<file path="src/rtl/fp_mul.sv">
// Pipelined binary32 multiplier, round-to-nearest-even, denormals-are-zero.
// Define FPMUL_INPUT_REG_EN to register FP_A/FP_B on entry (latency 4 instead of 3).
module fp_mul (
    input  logic        clk,
    input  logic        rst,
    input  logic [31:0] FP_A,
    input  logic [31:0] FP_B,
    output logic [31:0] FP_Z
);

    localparam logic [31:0] QNAN = 32'h7FC0_0000;

    logic [31:0] w_a;
    logic [31:0] w_b;

`ifdef FPMUL_INPUT_REG_EN
    logic [31:0] r_in_a;
    logic [31:0] r_in_b;

    always_ff @(posedge clk or negedge rst) begin
        if (!rst) begin
            r_in_a <= '0;
            r_in_b <= '0;
        end else begin
            r_in_a <= FP_A;
            r_in_b <= FP_B;
        end
    end

    assign w_a = r_in_a;
    assign w_b = r_in_b;
`else
    assign w_a = FP_A;
    assign w_b = FP_B;
`endif

    // ---------------- stage 1: unpack and classify
    logic              w_sa;
    logic              w_sb;
    logic [7:0]        w_ea;
    logic [7:0]        w_eb;
    logic [22:0]       w_fa;
    logic [22:0]       w_fb;
    logic              w_za;
    logic              w_zb;
    logic              w_infa;
    logic              w_infb;
    logic              w_nana;
    logic              w_nanb;
    logic signed [9:0] w_exp1;

    assign w_sa   = w_a[31];
    assign w_sb   = w_b[31];
    assign w_ea   = w_a[30:23];
    assign w_eb   = w_b[30:23];
    assign w_fa   = w_a[22:0];
    assign w_fb   = w_b[22:0];

    // exponent 0 covers both true zero and flushed subnormals
    assign w_za   = (w_ea == 8'h00);
    assign w_zb   = (w_eb == 8'h00);
    assign w_infa = (w_ea == 8'hFF) && (w_fa == 23'd0);
    assign w_infb = (w_eb == 8'hFF) && (w_fb == 23'd0);
    assign w_nana = (w_ea == 8'hFF) && (w_fa != 23'd0);
    assign w_nanb = (w_eb == 8'hFF) && (w_fb != 23'd0);

    assign w_exp1 = $signed({2'b00, w_ea}) + $signed({2'b00, w_eb}) - 10'sd127;

    logic              r_s1_sign;
    logic signed [9:0] r_s1_exp;
    logic [23:0]       r_s1_ma;
    logic [23:0]       r_s1_mb;
    logic              r_s1_nan;
    logic              r_s1_inf;
    logic              r_s1_zero;

    always_ff @(posedge clk or negedge rst) begin
        if (!rst) begin
            r_s1_sign <= 1'b0;
            r_s1_exp  <= '0;
            r_s1_ma   <= '0;
            r_s1_mb   <= '0;
            r_s1_nan  <= 1'b0;
            r_s1_inf  <= 1'b0;
            r_s1_zero <= 1'b0;
        end else begin
            r_s1_sign <= w_sa ^ w_sb;
            r_s1_exp  <= w_exp1;
            r_s1_ma   <= {1'b1, w_fa};
            r_s1_mb   <= {1'b1, w_fb};
            r_s1_nan  <= w_nana | w_nanb
                       | (w_infa & w_zb)
                       | (w_infb & w_za);
            r_s1_inf  <= w_infa | w_infb;
            r_s1_zero <= w_za | w_zb;
        end
    end

    // ---------------- stage 2: mantissa multiply
    logic              r_s2_sign;
    logic signed [9:0] r_s2_exp;
    logic [47:0]       r_s2_prod;
    logic              r_s2_nan;
    logic              r_s2_inf;
    logic              r_s2_zero;

    always_ff @(posedge clk or negedge rst) begin
        if (!rst) begin
            r_s2_sign <= 1'b0;
            r_s2_exp  <= '0;
            r_s2_prod <= '0;
            r_s2_nan  <= 1'b0;
            r_s2_inf  <= 1'b0;
            r_s2_zero <= 1'b0;
        end else begin
            r_s2_sign <= r_s1_sign;
            r_s2_exp  <= r_s1_exp;
            r_s2_prod <= r_s1_ma * r_s1_mb;
            r_s2_nan  <= r_s1_nan;
            r_s2_inf  <= r_s1_inf;
            r_s2_zero <= r_s1_zero;
        end
    end

    // ---------------- stage 3: normalize, round, pack
    logic              w_top;
    logic [22:0]       w_mant;
    logic              w_guard;
    logic              w_sticky;
    logic              w_inc;
    logic [23:0]       w_rnd;
    logic signed [9:0] w_exp_n;
    logic signed [9:0] w_exp_r;
    logic [22:0]       w_frac;
    logic [31:0]       w_z;

    assign w_top    = r_s2_prod[47];
    assign w_mant   = w_top ? r_s2_prod[46:24] : r_s2_prod[45:23];
    assign w_guard  = w_top ? r_s2_prod[23] : r_s2_prod[22];
    assign w_sticky = w_top ? (|r_s2_prod[22:0]) : (|r_s2_prod[21:0]);
    assign w_exp_n  = w_top ? (r_s2_exp + 10'sd1) : r_s2_exp;

    assign w_inc    = w_guard & (w_sticky | w_mant[0]);
    assign w_rnd    = {1'b0, w_mant} + {23'd0, w_inc};

    // carry out of the 23-bit fraction means the mantissa became 2.0
    assign w_exp_r  = w_rnd[23] ? (w_exp_n + 10'sd1) : w_exp_n;
    assign w_frac   = w_rnd[23] ? 23'd0 : w_rnd[22:0];

    always_comb begin
        w_z = {r_s2_sign, w_exp_r[7:0], w_frac};
        if (r_s2_nan) begin
            w_z = QNAN;
        end else if (r_s2_inf) begin
            w_z = {r_s2_sign, 8'hFF, 23'd0};
        end else if (r_s2_zero) begin
            w_z = {r_s2_sign, 31'd0};
        end else if (w_exp_r >= 10'sd255) begin
            w_z = {r_s2_sign, 8'hFF, 23'd0};
        end else if (w_exp_r <= 10'sd0) begin
            w_z = {r_s2_sign, 31'd0};
        end
    end

    logic [31:0] r_z;

    always_ff @(posedge clk or negedge rst) begin
        if (!rst) begin
            r_z <= '0;
        end else begin
            r_z <= w_z;
        end
    end

    assign FP_Z = r_z;

endmodule

</file>
<file path="config.mk">
export PLATFORM = sky130hd
export DESIGN_NAME = fp_mul
export DESIGN_NICKNAME = d
export VERILOG_FILES = /design/src/rtl/fp_mul.sv
export SDC_FILE = /design/constraint.sdc
export NUM_CORES = 2
export LEC_CHECK = 0
export BUFFER_PORTS_ARGS = -buffer_cell sky130_fd_sc_hd__buf_2
export CAP_MARGIN = 20
export CORE_ASPECT_RATIO = 0.8
export CORE_MARGIN = 1
export CORE_UTILIZATION = 40
export CTS_BUF_LIST = sky130_fd_sc_hd__clkbuf_2 sky130_fd_sc_hd__clkbuf_4 sky130_fd_sc_hd__clkbuf_8
export CTS_CLUSTER_SIZE = 24
export DETAILED_ROUTE_END_ITERATION = 8
export PLACE_DENSITY = 0.62
export SYNTH_ARGS = -nofsm -noshare
export SYNTH_HDL_FRONTEND = slang
export SYNTH_SLANG_ARGS = --single-unit
</file>
<file path="constraint.sdc">
create_clock -name clk -period 6.75 [get_ports clk]
set_clock_uncertainty 0.1 [all_clocks]
set_input_delay 0.3375 -clock clk [delete_from_list [all_inputs] [get_ports clk]]
set_output_delay 0.3375 -clock clk [all_outputs]
set_load 0.03 [all_outputs]
</file>
* Yosys cells after proc, flatten, opt, wreduce, memory -nomap -nowiden *
Index checks and enable logic that the tools add are counted.

word-level totals
  register bits = 156

cells by class
  bitwise logic cells = 10
  order comparisons = 2
  equality and inequality tests = 2
  $mul = 1
  mux-type cells = 11
  reductions and logical operators = 12
  add/subtract/negate cells = 5

operator list
  kind                                                                                number
  31-bit two-way mux                                                                  4
  24-bit by 24-bit multiplier with 48-bit output                                      1
  23-bit zero test                                                                    2
  23-bit two-way mux                                                                  2
  23-bit nonzero test                                                                 2
  32-bit two-way mux                                                                  1
  23-bit by 1-bit adder with 24-bit output                                            1
  23-bit OR reduction                                                                 1
  22-bit OR reduction                                                                 1
  10-bit by 2-bit adder with 10-bit output (second input constant)                    2
  10-bit two-way mux                                                                  2
  8-bit equality test (second input constant)                                         2
  8-bit zero test                                                                     2
  10-bit by 9-bit >= comparator with 1-bit output (second input constant)             1
  10-bit by 1-bit less-or-equal comparator with 1-bit output (second input constant)  1
  9-bit by 7-bit subtractor with 10-bit output (second input constant)                1
  8-bit by 8-bit adder with 9-bit output                                              1
  1-bit bitwise OR                                                                    6
  1-bit logical AND                                                                   4
  1-bit bitwise AND                                                                   3
  1-bit two-way mux                                                                   2
  1-bit XOR                                                                           1

* Depth between registers and ports, before layout *
  word-level depth = 12
  gate-level depth with buffers = 26

* Worst setup path after synthesis *
Ideal clock, no wire load.

  path type = reg2reg
  from = register r_s1_mb[3]
  to = register r_s2_prod[45]
  path slack = -0.373 ns
  cell stages (with the launch flop) = 26
  period minus slack after synthesis = 7.123 ns
  setup time = 0.141 ns
  data arrival time = 6.882 ns
  cell sequence = dfrtp_1 > clkbuf_1 > nand2_1 > fa_1 > inv_1 > fa_1 > inv_1 > fa_1 > fa_1 > fa_1 > inv_1 > fa_1 > inv_1 > fa_1 > inv_1 > ha_1 > clkbuf_1 > and4_1 > nor2b_1 > and3_1 > o31a_1 > o311ai_0 > a211oi_1 > nor3_1 > mux2i_1 > o2111ai_1

on the way
  word-level cells in the longest chain between the ends = 1

ends and longest elaborated chain
  item                                            RTL line  RTL
  from (decl)                                     72        logic [23:0] r_s1_mb;
  from (signal assigned)                          90        r_s1_mb <= {1'b1, w_fb};
  24-bit by 24-bit multiplier with 48-bit output  118       r_s2_prod <= r_s1_ma * r_s1_mb;
  to (signal assigned)                            118
  to (decl)                                       102       logic [47:0] r_s2_prod;

Every way passes these cells.

* Final worst setup path *
  from = register r_s1_ma[9]
  to = register r_s2_prod[47]

on the way
  word-level cells in the longest chain between the ends = 1

ends and longest elaborated chain
  item                                            RTL line  RTL
  from (decl)                                     71        logic [23:0] r_s1_ma;
  from (signal assigned)                          89        r_s1_ma <= {1'b1, w_fa};
  24-bit by 24-bit multiplier with 48-bit output  118

Every way passes these cells.

==> flow_summary_export.csv <==
group,metric,value,unit
run_status,status,"finished with violations",
run_status,violations,"negative setup slack",
placed_design,dp_cells,3701,
synthesis,syn_area,0.0254,mm^2
synthesis,ys_warn_count,0,
placed_design,place_congestion,0.935,
synthesis,ys_seq_area_frac,0.153,
grt,grt_max_degree,102,
placed_design,placed_area,0.0282,mm^2
drt,drt_pre_antenna_iters,5,
drt,num_vias,19200,
placed_design,dp_hpwl,57.7,mm
synthesis,yosysTopAreaCellShare,0.381,
timing,hold_viol,0,
timing,fin_ws,-0.206,ns
floorplanning,die_w,284,um
timing,setup_tns,-0.920,ns
cells_and_area,finalNonFillerCells,3840,
synthesis,syn_nets,3415,
cells_and_area,mostFrequentLayoutCell,"inv_1",
critical_path,cp-end-kind,"flop",
grt,grt_pass1_vias,20700,
cells_and_area,layout_common_cells,"516 x inv_1, 456 x fa_1, 322 x nand2_1",
placed_design,pre_cts_ws,-0.544,ns
clock_network,insertion_delay,0.56,ns
timing,final-setup-viol-count,10,
grt,grtUsageTotal,0.224,
worst_hold_path,hp-class,"primary input to async pin",
clock_network,cts_max_level,4,
synthesis,synthTopCellsByArea,"fa_1 38%, dfrtp_1 15%, ha_1 9.5%, inv_1 8.3%, and2_1 7.7%",
synthesis,syn_inst,2674,
timing,worst-slew-pin-transition,1.20,ns
critical_path,crit_fanout,6,
drt,routed_wl,69.7,mm
clock_network,clk_pin_slew,0.11,ns
critical_path,r2r_end,"r_s2_prod[47]$_DFF_PN0_",
drt,first_iter_violations,1058,
run,maxCapViolations,0,
critical_path,ff2ff_path_depth,23,
timing,rsz0062_at_grt,"true",
synthesis,synthDistinctLibCells,76,
synthesis,synth_top_flop_cell,"dfrtp_1",
cells_and_area,final_nets,3727,
synthesis,ys_ff_latch,155,
cells_and_area,area_growth,21.2,%
drt,wl_per_cell,18.2,um
cells_and_area,drive_gt1_frac,0.212,
timing,slew_headroom,0.192,
floorplanning,die_area,0.0644,mm^2
drt,drtAntennaViolNets,0,
clock_network,cts.path.max_buffers,2,
grt,grt_overflow,0,
timing,max_freq,144,MHz
timing,slew_violations,0,
cells_and_area,stdcell_area,0.0307,mm^2
critical_path,critPathKind,"flop to flop",
drt,drc_errors,0,
critical_path,cp.arrival,7.32,ns
drt,avgViaCountPerCell,5.00,
synthesis,async_flop_share,1.00,
critical_path,rrSetupSlack,-0.21,ns
critical_path,cp.required,7.11,ns
floorplanning,die_h,227,um
clock_network,ctsRootBufferMaster,"clkbuf_8",
grt,grt_pass1_wl,113,mm
grt,antenna_found_initial,2,
floorplanning,coreArea,0.0627,mm^2
cells_and_area,fill_cells,5774,
floorplanning,num_io_pins,98,
timing,fin_crit_sh,1.03,
floorplanning,start_util,0.405,
synthesis,synth_top_cell_by_area,"fa_1",
placed_design,numPortBuffers,97,
clock_network,cts_tree,"yes",
critical_path,start_kind,"flop",
timing,layout_min_cycle_time,6.96,ns
synthesis,syn_avg_cell_area,9.49,um^2
synthesis,synth_edf_count,0,
critical_path,r2r_start,"r_s1_ma[9]$_DFF_PN0_",
floorplanning,rows,82,
clock_network,cts_num_sinks,155,
clock_network,cts_made_buffers,17,
-- metal layers --
| metal | track usage | part of all wire | vias to the layer above |
|---|---|---|---|
| li1 | - | - | 8693 |
| met1 | 0.310 | 0.45 | 9873 |
| met2 | 0.367 | 0.47 | 518 |
| met3 | 0.0347 | 0.055 | 102 |
| met4 | 0.0633 | 0.024 | 0 |
| met5 | 0 | 0 | - |
-- through the flow --
stage                util  hold slack [ns]
floorplan               -          -0.0581
global placement    0.450            0.234
detailed placement  0.450            0.235
CTS                 0.481          0.00724
global route        0.491           0.0432
finish              0.491           0.0545
-- synthesized netlist by cell type (5+ instances only) --
cell type / count
inv_1: 558
fa_1: 483
nand2_1: 336
and2_1: 314
ha_1: 192
dfrtp_1: 155
clkbuf_1: 112
xnor2_1: 59
nor2_1: 58
a21oi_1: 47
xor2_1: 37
nor4_1: 27
o21ai_0: 27
nand3_1: 24
a21o_1: 21
mux2i_1: 18
and3_1: 17
nand4_1: 15
nor2b_1: 15
nor3_1: 14
a211oi_2: 11
a211oi_1: 10
o21bai_1: 10
a31oi_1: 7
o211ai_1: 7
nand2b_1: 5
-- sequential cells by signal, summed over array words and instances, names as in the netlist, 10 cells and up --
register and flops:
r_s1_mb 23, r_s2_prod 48, r_s2_exp 10, r_s1_ma 24, r_s1_exp 10, FP_Z 32
-- layout make-up --
cell class	instances	area (um^2)	share of cell area
antenna	1	2.50	0.0000814
clock buffer	22	290	0.00944
clock inverter	10	155	0.00505
inverter	558	2090	0.0681
multi-input combinational	1839	19700	0.641
sequential	155	3910	0.127
tap	840	1050	0.0342
timing repair buffer	415	3520	0.115
-- cells by family (layout without fill, tap and decap cells) --
logic type,after synthesis,in the layout,share of synthesized area
AO/OA/AOI/OAI,184,184,0.0517
XOR/XNOR,96,96,0.0331
adder cells (fa/ha/maj),675,675,0.476
buffers and inverters,680,1005,0.102
flip-flops,155,155,0.153
multiplexers,22,22,0.00888
other,1,2,0.000148
AND/OR/NAND/NOR,861,861,0.176
-- worst max-delay path, stage by stage, from the launching register on --
cell and delay, ns:
dfrtp_2 0.44, buf_12 0.15, buf_6 0.12, and2_4 0.15, fa_1 0.47, inv_1 0.05, fa_1 0.50, inv_2 0.05
fa_1 0.50, fa_2 0.63, fa_2 0.44, fa_1 0.56, inv_2 0.05, fa_1 0.51, inv_2 0.05, ha_4 0.28
and3_4 0.20, and4_4 0.22, o31a_1 0.31, o311ai_4 0.15, a211oi_4 0.41, nor2_2 0.07, a221oi_2 0.28, xnor2_1 0.14
-- how the worst max path moves through the flow --
stage	from	end	slack, ns
after floorplan	r_s1_ma[16]$_DFF_PN0_	r_s2_prod[45]$_DFF_PN0_	-0.07
after global placement	r_s1_ma[11]$_DFF_PN0_	r_s2_prod[47]$_DFF_PN0_	-0.39
after detailed placement	r_s1_ma[12]$_DFF_PN0_	r_s2_prod[45]$_DFF_PN0_	-0.54
after CTS	r_s1_ma[10]$_DFF_PN0_	r_s2_prod[37]$_DFF_PN0_	-0.20
after global routing	r_s1_ma[9]$_DFF_PN0_	r_s2_prod[47]$_DFF_PN0_	-0.38
final	r_s1_ma[9]$_DFF_PN0_	r_s2_prod[47]$_DFF_PN0_	-0.21
-- repair_timing --
action	CTS	global route
gates cloned	0	2
gates resized for setup	145	152
hold endpoints to repair	148	0
endpoints found under the setup margin	22	22
hold buffers	53	0
buffers inserted	40	21
pin swaps	113	91
Power is left out: the tool's default activity adds up to more than one toggle a clock period on the data nets, which glitch-free logic cannot reach.
